==> config.mk <==
export PLATFORM = sky130hd
export DESIGN_NAME = multicycle_control_fsm_flat
export DESIGN_NICKNAME = d
export VERILOG_FILES = /design/src/rtl/multicycle_control_fsm_if.sv /design/src/rtl/multicycle_control_fsm.sv /design/src/flat_wrapper.sv
export SDC_FILE = /design/constraint.sdc
export NUM_CORES = 1
export LEC_CHECK = 0
export CAP_MARGIN = 20
export CORE_AREA = 5 5 72 107
export DETAILED_ROUTE_END_ITERATION = 12
export DIE_AREA = 0 0 77 112
export SKIP_LAST_GASP = 1
export SLEW_MARGIN = 10
export SYNTH_ARGS = -nofsm -noshare
export SYNTH_HDL_FRONTEND = slang
export SYNTH_SLANG_ARGS = --single-unit
==> constraint.sdc <==
create_clock -name clk -period 2.1 [get_ports clk]
set_input_delay 0.42 -clock clk [delete_from_list [all_inputs] [get_ports clk]]
set_output_delay 0.42 -clock clk [all_outputs]
set_load 0.05 [all_outputs]
==> src/rtl/multicycle_control_fsm_if.sv <==
// Control/memory bundle between the multicycle controller (master) and the datapath + memory (slave).
interface multicycle_control_fsm_if #(
  parameter int CNT_W = 32
);
  logic [6:0]       OP_i;
  logic             Branch_Taken_i;
  logic             Mem_Ready_i;
  logic             Mem_Req_o;
  logic             Mem_We_o;
  logic             IorD_o;
  logic             IR_Write_o;
  logic             PC_Write_o;
  logic [1:0]       PC_Src_o;
  logic [1:0]       ALU_Src_A_o;
  logic [1:0]       ALU_Src_B_o;
  logic [2:0]       ALU_Op_o;
  logic             Reg_Write_o;
  logic [1:0]       Mem_to_Reg_o;
  logic             Retired_o;
  logic [CNT_W-1:0] Retire_Count_o;
  logic             Timeout_o;
  logic             Illegal_o;

  modport master (
    input  OP_i, Branch_Taken_i, Mem_Ready_i,
    output Mem_Req_o, Mem_We_o, IorD_o, IR_Write_o, PC_Write_o, PC_Src_o,
           ALU_Src_A_o, ALU_Src_B_o, ALU_Op_o, Reg_Write_o, Mem_to_Reg_o,
           Retired_o, Retire_Count_o, Timeout_o, Illegal_o
  );

  modport slave (
    output OP_i, Branch_Taken_i, Mem_Ready_i,
    input  Mem_Req_o, Mem_We_o, IorD_o, IR_Write_o, PC_Write_o, PC_Src_o,
           ALU_Src_A_o, ALU_Src_B_o, ALU_Op_o, Reg_Write_o, Mem_to_Reg_o,
           Retired_o, Retire_Count_o, Timeout_o, Illegal_o
  );
endinterface

==> src/rtl/multicycle_control_fsm.sv <==
// Multicycle RISC-V sequencer: one shared memory port (req/ready, optional timeout), retire counter.
// Define ILLEGAL_TRAP_EN to park undecoded opcodes in a sticky TRAP state instead of treating them as NOPs.
module multicycle_control_fsm #(
  parameter int CNT_W       = 32,
  parameter int MEM_TIMEOUT = 16
) (
  input  logic                      clk,
  input  logic                      reset,
  multicycle_control_fsm_if.master  bus
);
  localparam int              TW        = (MEM_TIMEOUT > 1) ? $clog2(MEM_TIMEOUT) : 1;
  localparam bit              TO_EN     = (MEM_TIMEOUT > 0);
  localparam logic [TW-1:0]   WAIT_LAST = (MEM_TIMEOUT > 0) ? TW'(MEM_TIMEOUT - 1) : '0;

  localparam logic [6:0] OP_R     = 7'h33;
  localparam logic [6:0] OP_I     = 7'h13;
  localparam logic [6:0] OP_LUI   = 7'h37;
  localparam logic [6:0] OP_AUIPC = 7'h17;
  localparam logic [6:0] OP_LW    = 7'h03;
  localparam logic [6:0] OP_SW    = 7'h23;
  localparam logic [6:0] OP_B     = 7'h63;
  localparam logic [6:0] OP_JAL   = 7'h6F;
  localparam logic [6:0] OP_JALR  = 7'h67;

  typedef enum logic [3:0] {
    FETCH, DECODE, EXEC_R, EXEC_I, EXEC_LUI, EXEC_AUIPC, MEM_ADDR,
    MEM_RD, MEM_WR, MEM_WB, ALU_WB, BRANCH, JAL, JALR
`ifdef ILLEGAL_TRAP_EN
    , TRAP
`endif
  } state_t;

  state_t           state_q, state_d;
  logic [TW-1:0]    wait_cnt_q, wait_cnt_d;
  logic [CNT_W-1:0] count_q, count_d;
  logic             timeout_q, timeout_d;
  logic             illegal_q, illegal_d;

  logic       req, we, iord, ir_write, pc_write, reg_write, retired, expired;
  logic [1:0] pc_src, src_a, src_b, m2r;
  logic [2:0] alu_op;

  always_comb begin
    state_d    = state_q;
    wait_cnt_d = '0;
    timeout_d  = timeout_q;
    illegal_d  = illegal_q;
    req = 1'b0; we = 1'b0; iord = 1'b0; ir_write = 1'b0; pc_write = 1'b0;
    reg_write = 1'b0; retired = 1'b0;
    pc_src = 2'b00; src_a = 2'b00; src_b = 2'b00; m2r = 2'b00; alu_op = 3'b000;
    // The last permitted wait cycle; a Ready arriving in it still completes normally.
    expired = TO_EN && (wait_cnt_q == WAIT_LAST);

    case (state_q)
      FETCH: begin
        req = 1'b1;
        if (bus.Mem_Ready_i) begin
          ir_write = 1'b1; pc_write = 1'b1; src_b = 2'b01; alu_op = 3'b011;
          state_d  = DECODE;
        end else if (expired) begin
          timeout_d = 1'b1;
        end else begin
          wait_cnt_d = wait_cnt_q + TW'(1);
        end
      end
      DECODE: begin
        src_a = 2'b10; src_b = 2'b10; alu_op = 3'b011;
        case (bus.OP_i)
          OP_R:          state_d = EXEC_R;
          OP_I:          state_d = EXEC_I;
          OP_LUI:        state_d = EXEC_LUI;
          OP_AUIPC:      state_d = EXEC_AUIPC;
          OP_LW, OP_SW:  state_d = MEM_ADDR;
          OP_B:          state_d = BRANCH;
          OP_JAL:        state_d = JAL;
          OP_JALR:       state_d = JALR;
          default: begin
`ifdef ILLEGAL_TRAP_EN
            state_d   = TRAP;
            illegal_d = 1'b1;
`else
            state_d   = FETCH;
`endif
          end
        endcase
      end
      EXEC_R:     begin src_a = 2'b01; alu_op = 3'b000; state_d = ALU_WB; end
      EXEC_I:     begin src_a = 2'b01; src_b = 2'b10; alu_op = 3'b001; state_d = ALU_WB; end
      EXEC_LUI:   begin src_b = 2'b10; alu_op = 3'b010; state_d = ALU_WB; end
      EXEC_AUIPC: begin src_a = 2'b10; src_b = 2'b10; alu_op = 3'b111; state_d = ALU_WB; end
      MEM_ADDR: begin
        src_a = 2'b01; src_b = 2'b10; alu_op = 3'b011;
        state_d = (bus.OP_i == OP_LW) ? MEM_RD : MEM_WR;
      end
      MEM_RD, MEM_WR: begin
        req  = 1'b1;
        we   = (state_q == MEM_WR);
        iord = 1'b1;
        if (bus.Mem_Ready_i) begin
          state_d = (state_q == MEM_RD) ? MEM_WB : FETCH;
          retired = (state_q == MEM_WR);
        end else if (expired) begin
          timeout_d = 1'b1;
          state_d   = FETCH;
        end else begin
          wait_cnt_d = wait_cnt_q + TW'(1);
        end
      end
      MEM_WB: begin reg_write = 1'b1; m2r = 2'b01; retired = 1'b1; state_d = FETCH; end
      ALU_WB: begin reg_write = 1'b1; m2r = 2'b00; retired = 1'b1; state_d = FETCH; end
      BRANCH: begin
        src_a = 2'b01; alu_op = 3'b100; pc_src = 2'b01;
        pc_write = bus.Branch_Taken_i; retired = 1'b1; state_d = FETCH;
      end
      JAL: begin
        reg_write = 1'b1; m2r = 2'b10; pc_write = 1'b1; pc_src = 2'b01;
        retired = 1'b1; state_d = FETCH;
      end
      JALR: begin
        src_a = 2'b01; src_b = 2'b10; alu_op = 3'b110; reg_write = 1'b1; m2r = 2'b10;
        pc_write = 1'b1; pc_src = 2'b10; retired = 1'b1; state_d = FETCH;
      end
`ifdef ILLEGAL_TRAP_EN
      TRAP: state_d = TRAP;
`endif
      default: state_d = FETCH;
    endcase

    // Reset kills the in-flight instruction: nothing may be written in the reset cycle.
    if (reset) begin
      req = 1'b0; we = 1'b0; iord = 1'b0; ir_write = 1'b0; pc_write = 1'b0;
      reg_write = 1'b0; retired = 1'b0;
      pc_src = 2'b00; src_a = 2'b00; src_b = 2'b00; m2r = 2'b00; alu_op = 3'b000;
    end

    count_d = retired ? count_q + CNT_W'(1) : count_q;
  end

  always_ff @(posedge clk) begin
    if (reset) begin
      state_q    <= FETCH;
      wait_cnt_q <= '0;
      count_q    <= '0;
      timeout_q  <= 1'b0;
      illegal_q  <= 1'b0;
    end else begin
      state_q    <= state_d;
      wait_cnt_q <= wait_cnt_d;
      count_q    <= count_d;
      timeout_q  <= timeout_d;
      illegal_q  <= illegal_d;
    end
  end

  assign bus.Mem_Req_o      = req;
  assign bus.Mem_We_o       = we;
  assign bus.IorD_o         = iord;
  assign bus.IR_Write_o     = ir_write;
  assign bus.PC_Write_o     = pc_write;
  assign bus.PC_Src_o       = pc_src;
  assign bus.ALU_Src_A_o    = src_a;
  assign bus.ALU_Src_B_o    = src_b;
  assign bus.ALU_Op_o       = alu_op;
  assign bus.Reg_Write_o    = reg_write;
  assign bus.Mem_to_Reg_o   = m2r;
  assign bus.Retired_o      = retired;
  assign bus.Retire_Count_o = count_q;
  assign bus.Timeout_o      = timeout_q;
  assign bus.Illegal_o      = illegal_q;
endmodule

==> src/flat_wrapper.sv <==
// flat-port wrapper written by rule: the top's interface ports become plain ports
module multicycle_control_fsm_flat 
#(
  parameter int CNT_W       = 32,
  parameter int MEM_TIMEOUT = 16
)
  (clk, reset, bus_OP_i, bus_Branch_Taken_i, bus_Mem_Ready_i, bus_Mem_Req_o, bus_Mem_We_o, bus_IorD_o, bus_IR_Write_o, bus_PC_Write_o, bus_PC_Src_o, bus_ALU_Src_A_o, bus_ALU_Src_B_o, bus_ALU_Op_o, bus_Reg_Write_o, bus_Mem_to_Reg_o, bus_Retired_o, bus_Retire_Count_o, bus_Timeout_o, bus_Illegal_o);
  multicycle_control_fsm_if #(.CNT_W(CNT_W)) bus_i ();
  input  logic clk;
  input  logic reset;
  input wire logic [$bits(bus_i.OP_i)-1:0] bus_OP_i;
  input wire logic [$bits(bus_i.Branch_Taken_i)-1:0] bus_Branch_Taken_i;
  input wire logic [$bits(bus_i.Mem_Ready_i)-1:0] bus_Mem_Ready_i;
  output wire logic [$bits(bus_i.Mem_Req_o)-1:0] bus_Mem_Req_o;
  output wire logic [$bits(bus_i.Mem_We_o)-1:0] bus_Mem_We_o;
  output wire logic [$bits(bus_i.IorD_o)-1:0] bus_IorD_o;
  output wire logic [$bits(bus_i.IR_Write_o)-1:0] bus_IR_Write_o;
  output wire logic [$bits(bus_i.PC_Write_o)-1:0] bus_PC_Write_o;
  output wire logic [$bits(bus_i.PC_Src_o)-1:0] bus_PC_Src_o;
  output wire logic [$bits(bus_i.ALU_Src_A_o)-1:0] bus_ALU_Src_A_o;
  output wire logic [$bits(bus_i.ALU_Src_B_o)-1:0] bus_ALU_Src_B_o;
  output wire logic [$bits(bus_i.ALU_Op_o)-1:0] bus_ALU_Op_o;
  output wire logic [$bits(bus_i.Reg_Write_o)-1:0] bus_Reg_Write_o;
  output wire logic [$bits(bus_i.Mem_to_Reg_o)-1:0] bus_Mem_to_Reg_o;
  output wire logic [$bits(bus_i.Retired_o)-1:0] bus_Retired_o;
  output wire logic [$bits(bus_i.Retire_Count_o)-1:0] bus_Retire_Count_o;
  output wire logic [$bits(bus_i.Timeout_o)-1:0] bus_Timeout_o;
  output wire logic [$bits(bus_i.Illegal_o)-1:0] bus_Illegal_o;
  assign bus_i.OP_i = bus_OP_i;
  assign bus_i.Branch_Taken_i = bus_Branch_Taken_i;
  assign bus_i.Mem_Ready_i = bus_Mem_Ready_i;
  assign bus_Mem_Req_o = bus_i.Mem_Req_o;
  assign bus_Mem_We_o = bus_i.Mem_We_o;
  assign bus_IorD_o = bus_i.IorD_o;
  assign bus_IR_Write_o = bus_i.IR_Write_o;
  assign bus_PC_Write_o = bus_i.PC_Write_o;
  assign bus_PC_Src_o = bus_i.PC_Src_o;
  assign bus_ALU_Src_A_o = bus_i.ALU_Src_A_o;
  assign bus_ALU_Src_B_o = bus_i.ALU_Src_B_o;
  assign bus_ALU_Op_o = bus_i.ALU_Op_o;
  assign bus_Reg_Write_o = bus_i.Reg_Write_o;
  assign bus_Mem_to_Reg_o = bus_i.Mem_to_Reg_o;
  assign bus_Retired_o = bus_i.Retired_o;
  assign bus_Retire_Count_o = bus_i.Retire_Count_o;
  assign bus_Timeout_o = bus_i.Timeout_o;
  assign bus_Illegal_o = bus_i.Illegal_o;
  multicycle_control_fsm #(.CNT_W(CNT_W), .MEM_TIMEOUT(MEM_TIMEOUT)) u_core (.clk(clk), .reset(reset), .bus(bus_i));
endmodule
==> results.rst <==
.. list-table::
   :header-rows: 1

   * - Metric
     - Value
   * - IO Count
     - 63
   * - Worst Path Class, Setup
     - flop to output port
   * - Drt initial violations
     - 99
   * - Detailed placement HPWL
     - 5040 µm
   * - Static leakage
     - 1.25 nW
   * - #FFs+latches synth
     - 41
   * - Worst-path clk slew
     - 0.08 ns
   * - Count of max-cap constraint violations
     - 0
   * - Die outline height
     - 112 µm
   * - Mean post-synth cell area
     - 7.81 µm²
   * - Final clock skew
     - 0.00648 ns
   * - Fillers
     - 672
   * - Number of placed instances, taps included
     - 443
   * - Vias
     - 2,347
   * - Number of enable-type register cells in the synthesized netlist
     - 0
   * - Average detailed-routed wire length per instance
     - 14.4 µm
   * - First-pass iteration count of the detailed router
     - 4
   * - Met2 track demand over resource
     - 0.275
   * - HP Class
     - flop to flop
   * - Area growth from synthesis to layout
     - 47.5%
   * - Remaining design rule violation count
     - 0
   * - Number of nets in the layout
     - 385
   * - Comb pwr share
     - 0.156
   * - Maximum number of pins on one net before global-route repair
     - 32
   * - Power per cell area
     - 495 nW/µm²
   * - Transition time at the pin with the least slew margin
     - 0.531 ns
   * - Endpoint kind of the worst setup timing path
     - output port
   * - Data arrival time of the worst path
     - 1.62 ns
   * - Cell Int Power
     - 0.00129 W
   * - Required time at the worst-slack endpoint
     - 1.68 ns
   * - Critical path cell sequence
     - or3_4, inv_1, nand2_1, a21oi_2, buf_12
   * - Seq/Total Area, Yosys
     - 0.349
   * - Synthesis warning total
     - 0
   * - Antenna-violating nets left
     - 0
   * - Endpoints failing setup
     - 0
   * - Global-route wire length before repair
     - 10,500 µm
   * - Final Max Slew Viols
     - 0
   * - Number of antenna violations at the first check in global routing
     - 0
   * - Gate Count Post-Synth
     - 301
   * - Leading cell type in the layout, fill and taps excluded
     - sky130_fd_sc_hd__clkdlybuf4s50_1
   * - Overall Global Routing Usage
     - 0.145
   * - Max clock buf depth
     - 2
   * - Hold buffer count at CTS
     - 0
   * - Maximum net fanout on the critical path
     - 13
   * - Final RePlAce weighted congestion
     - 0.846
   * - Total clock buffers created by CTS
     - 5
   * - CTS root buffer
     - sky130_fd_sc_hd__clkbuf_8
   * - Post-Syn Area
     - 2350 µm²
   * - Nets in the synthesized netlist
     - 314
   * - Count of unique library cells instantiated by Yosys
     - 48
   * - Async S/R FF share, synth
     - 0
   * - Result of the run
     - finished, final reports clean
   * - GR Layer Usage met3
     - 0.0356
   * - Total count of hold-check failures in the final report
     - 0
   * - Total overflow reported by the global router
     - 0
   * - Max incr delay on CP
     - 0.45 ns
   * - Vias in the first global route
     - 2,196
   * - Relative contribution of the clock network to total power
     - 0.384
   * - Fraction of the cycle the final worst path needs
     - 0.970
   * - Area occupied by registers
     - 843 µm²
   * - Via density
     - 5.20
   * - Sum of negative setup slack
     - 0 ns
   * - Post-DP Area
     - 3310 µm²
   * - Setup fix buffers added after clock tree synthesis
     - 0
   * - Peak VDD IR
     - 0.000257 V
   * - Area of the multi-input gates
     - 1490 µm²
   * - Total number of clock tree sinks
     - 41
   * - Antenna diode count
     - 0
   * - Die width
     - 77 µm
   * - Insertion delay to the later sink of the worst-skew pair
     - 0.29 ns
   * - Switching component of the power
     - 0.000428 W
   * - Critical Path Start Type
     - flop
   * - Count of buffering cells on the critical path with inverters included
     - 2
   * - Effective utilization at floorplan
     - 0.350
   * - Overall routed net length
     - 6520 µm
   * - Part of the power in registers
     - 0.459
   * - Total die area
     - 8620 µm²
   * - Library cell contributing the largest single delay on the critical path
     - sky130_fd_sc_hd__or3_4
   * - Most used flip-flop cell after synthesis
     - sky130_fd_sc_hd__dfxtp_1
   * - CTS tree
     - built
   * - Design Area, Final
     - 3470 µm²
   * - Unrepaired setup endpoints after global routing
     - true
   * - Met1 track demand over resource in global routing
     - 0.156
   * - Maximum achievable frequency
     - 491 MHz
   * - Core area
     - 6710 µm²
   * - Shortest clock period the worst path allows after layout
     - 2.04 ns
   * - Port Buffers
     - 61
   * - Top library cells by usage in the layout, fill and taps aside
     - sky130_fd_sc_hd__clkdlybuf4s50_1, sky130_fd_sc_hd__nor2_1, sky130_fd_sc_hd__buf_4, sky130_fd_sc_hd__dfxtp_1
   * - Slew Limit Headroom
     - 0.645
   * - Most Used Layer, Global Route
     - met2
   * - Non-Filler Instances
     - 451
   * - Kind of cell adding the most delay to the critical path
     - simple AND/OR/NAND/NOR gates
   * - # H-tree levels
     - 2
   * - Smallest hold slack
     - 0.451 ns
   * - Fraction of layout instances using a drive strength above 1
     - 0.233
   * - Share of total power consumed by net switching
     - 0.250
   * - Row Count
     - 37
## cell type report
cell class	count	area share
multi-input combinational	231	0.429
timing repair buffer	86	0.258
sequential	41	0.243
tap	78	0.0282
clock buffer	7	0.0249
clock inverter	1	0.00866
inverter	7	0.00758
## repair_timing
| action | CTS | global route |
|---|---|---|
| gates resized for setup | 3 | 10 |
| pin swaps | 1 | 2 |
| setup endpoints to repair | 8 | 11 |
## path summary, 6_finish.rpt
kind	from	to	slack, ns	cells after the start
worst max-delay path	u_core.state_q[1]$_SDFFE_PP0P_	bus_IorD_o	0.06	5
worst min-delay path	u_core.wait_cnt_q[0]$_SDFF_PP0_	u_core.wait_cnt_q[0]$_SDFF_PP0_	0.45	1
worst min register to register	u_core.wait_cnt_q[0]$_SDFF_PP0_	u_core.wait_cnt_q[0]$_SDFF_PP0_	0.45	1
worst max register to register	u_core.state_q[3]$_SDFFE_PP0P_	u_core.bus.Retire_Count_o[26]$_SDFFE_PP0P_	0.22	5
## cell usage after synthesis (7+ instances only)
cell	number	area share
sky130_fd_sc_hd__dfxtp_1	41	0.35
sky130_fd_sc_hd__nor2_1	41	0.065
sky130_fd_sc_hd__nand2_1	22	0.035
sky130_fd_sc_hd__xnor2_1	22	0.082
sky130_fd_sc_hd__a21oi_1	21	0.045
sky130_fd_sc_hd__nor4_1	16	0.043
sky130_fd_sc_hd__clkbuf_1	15	0.024
sky130_fd_sc_hd__nand3_1	12	0.026
sky130_fd_sc_hd__nand4_1	10	0.027
sky130_fd_sc_hd__o21ai_0	9	0.019
sky130_fd_sc_hd__and3_1	8	0.021
sky130_fd_sc_hd__xor2_1	8	0.030
sky130_fd_sc_hd__inv_1	7	0.011
## flip-flops by register name, summed over array words and instances, names as in the netlist
signal and count:
u_core.bus.Timeout_o 1, u_core.bus.Retire_Count_o 32, u_core.state_q 4, u_core.wait_cnt_q 4
## power by group through the flow
stage	Combinational (W)	Clock [W]	Sequential (W)
3_5_place_dp	0.000262	0	0.000807
6_report	0.000268	0.000659	0.000788
5_1_grt	0.000285	0.000702	0.000789
4_1_cts	0.000264	0.000669	0.000788
2_1_floorplan	0.000147	0	0.000805
3_3_place_gp	0.000261	0	0.000806
## through the flow
step	util	worst slack (ns)	power (W)
4_1_cts	0.511	-0.0336	0.00172
3_3_place_gp	0.493	-0.0896	0.00107
3_5_place_dp	0.493	-0.135	0.00107
2_1_floorplan	-	-0.115	0.000951
5_1_grt	0.516	-0.0248	0.00178
6_report	0.516	0.0633	0.00171
## cell families (layout without fill, tap and decap cells)
family                   after synthesis  in the layout  share of synthesized area
buffers and inverters                 29            101                     0.0501
AO/OA/AOI/OAI                         42             42                      0.104
adder cells (fa/ha/maj)                2              2                     0.0106
XOR/XNOR                              30             30                      0.112
flip-flops                            41             41                      0.349
other                                  1              1                    0.00160
AND/OR/NAND/NOR                      153            153                      0.359
multiplexers                           3              3                     0.0133
## routing by layer
layer	vias up	wire length [µm]
met2	54	3520
li1	1201	-
met1	1084	2580
met4	0	80
met3	8	337
met5	-	0
(Power assumes the default switching activity.)
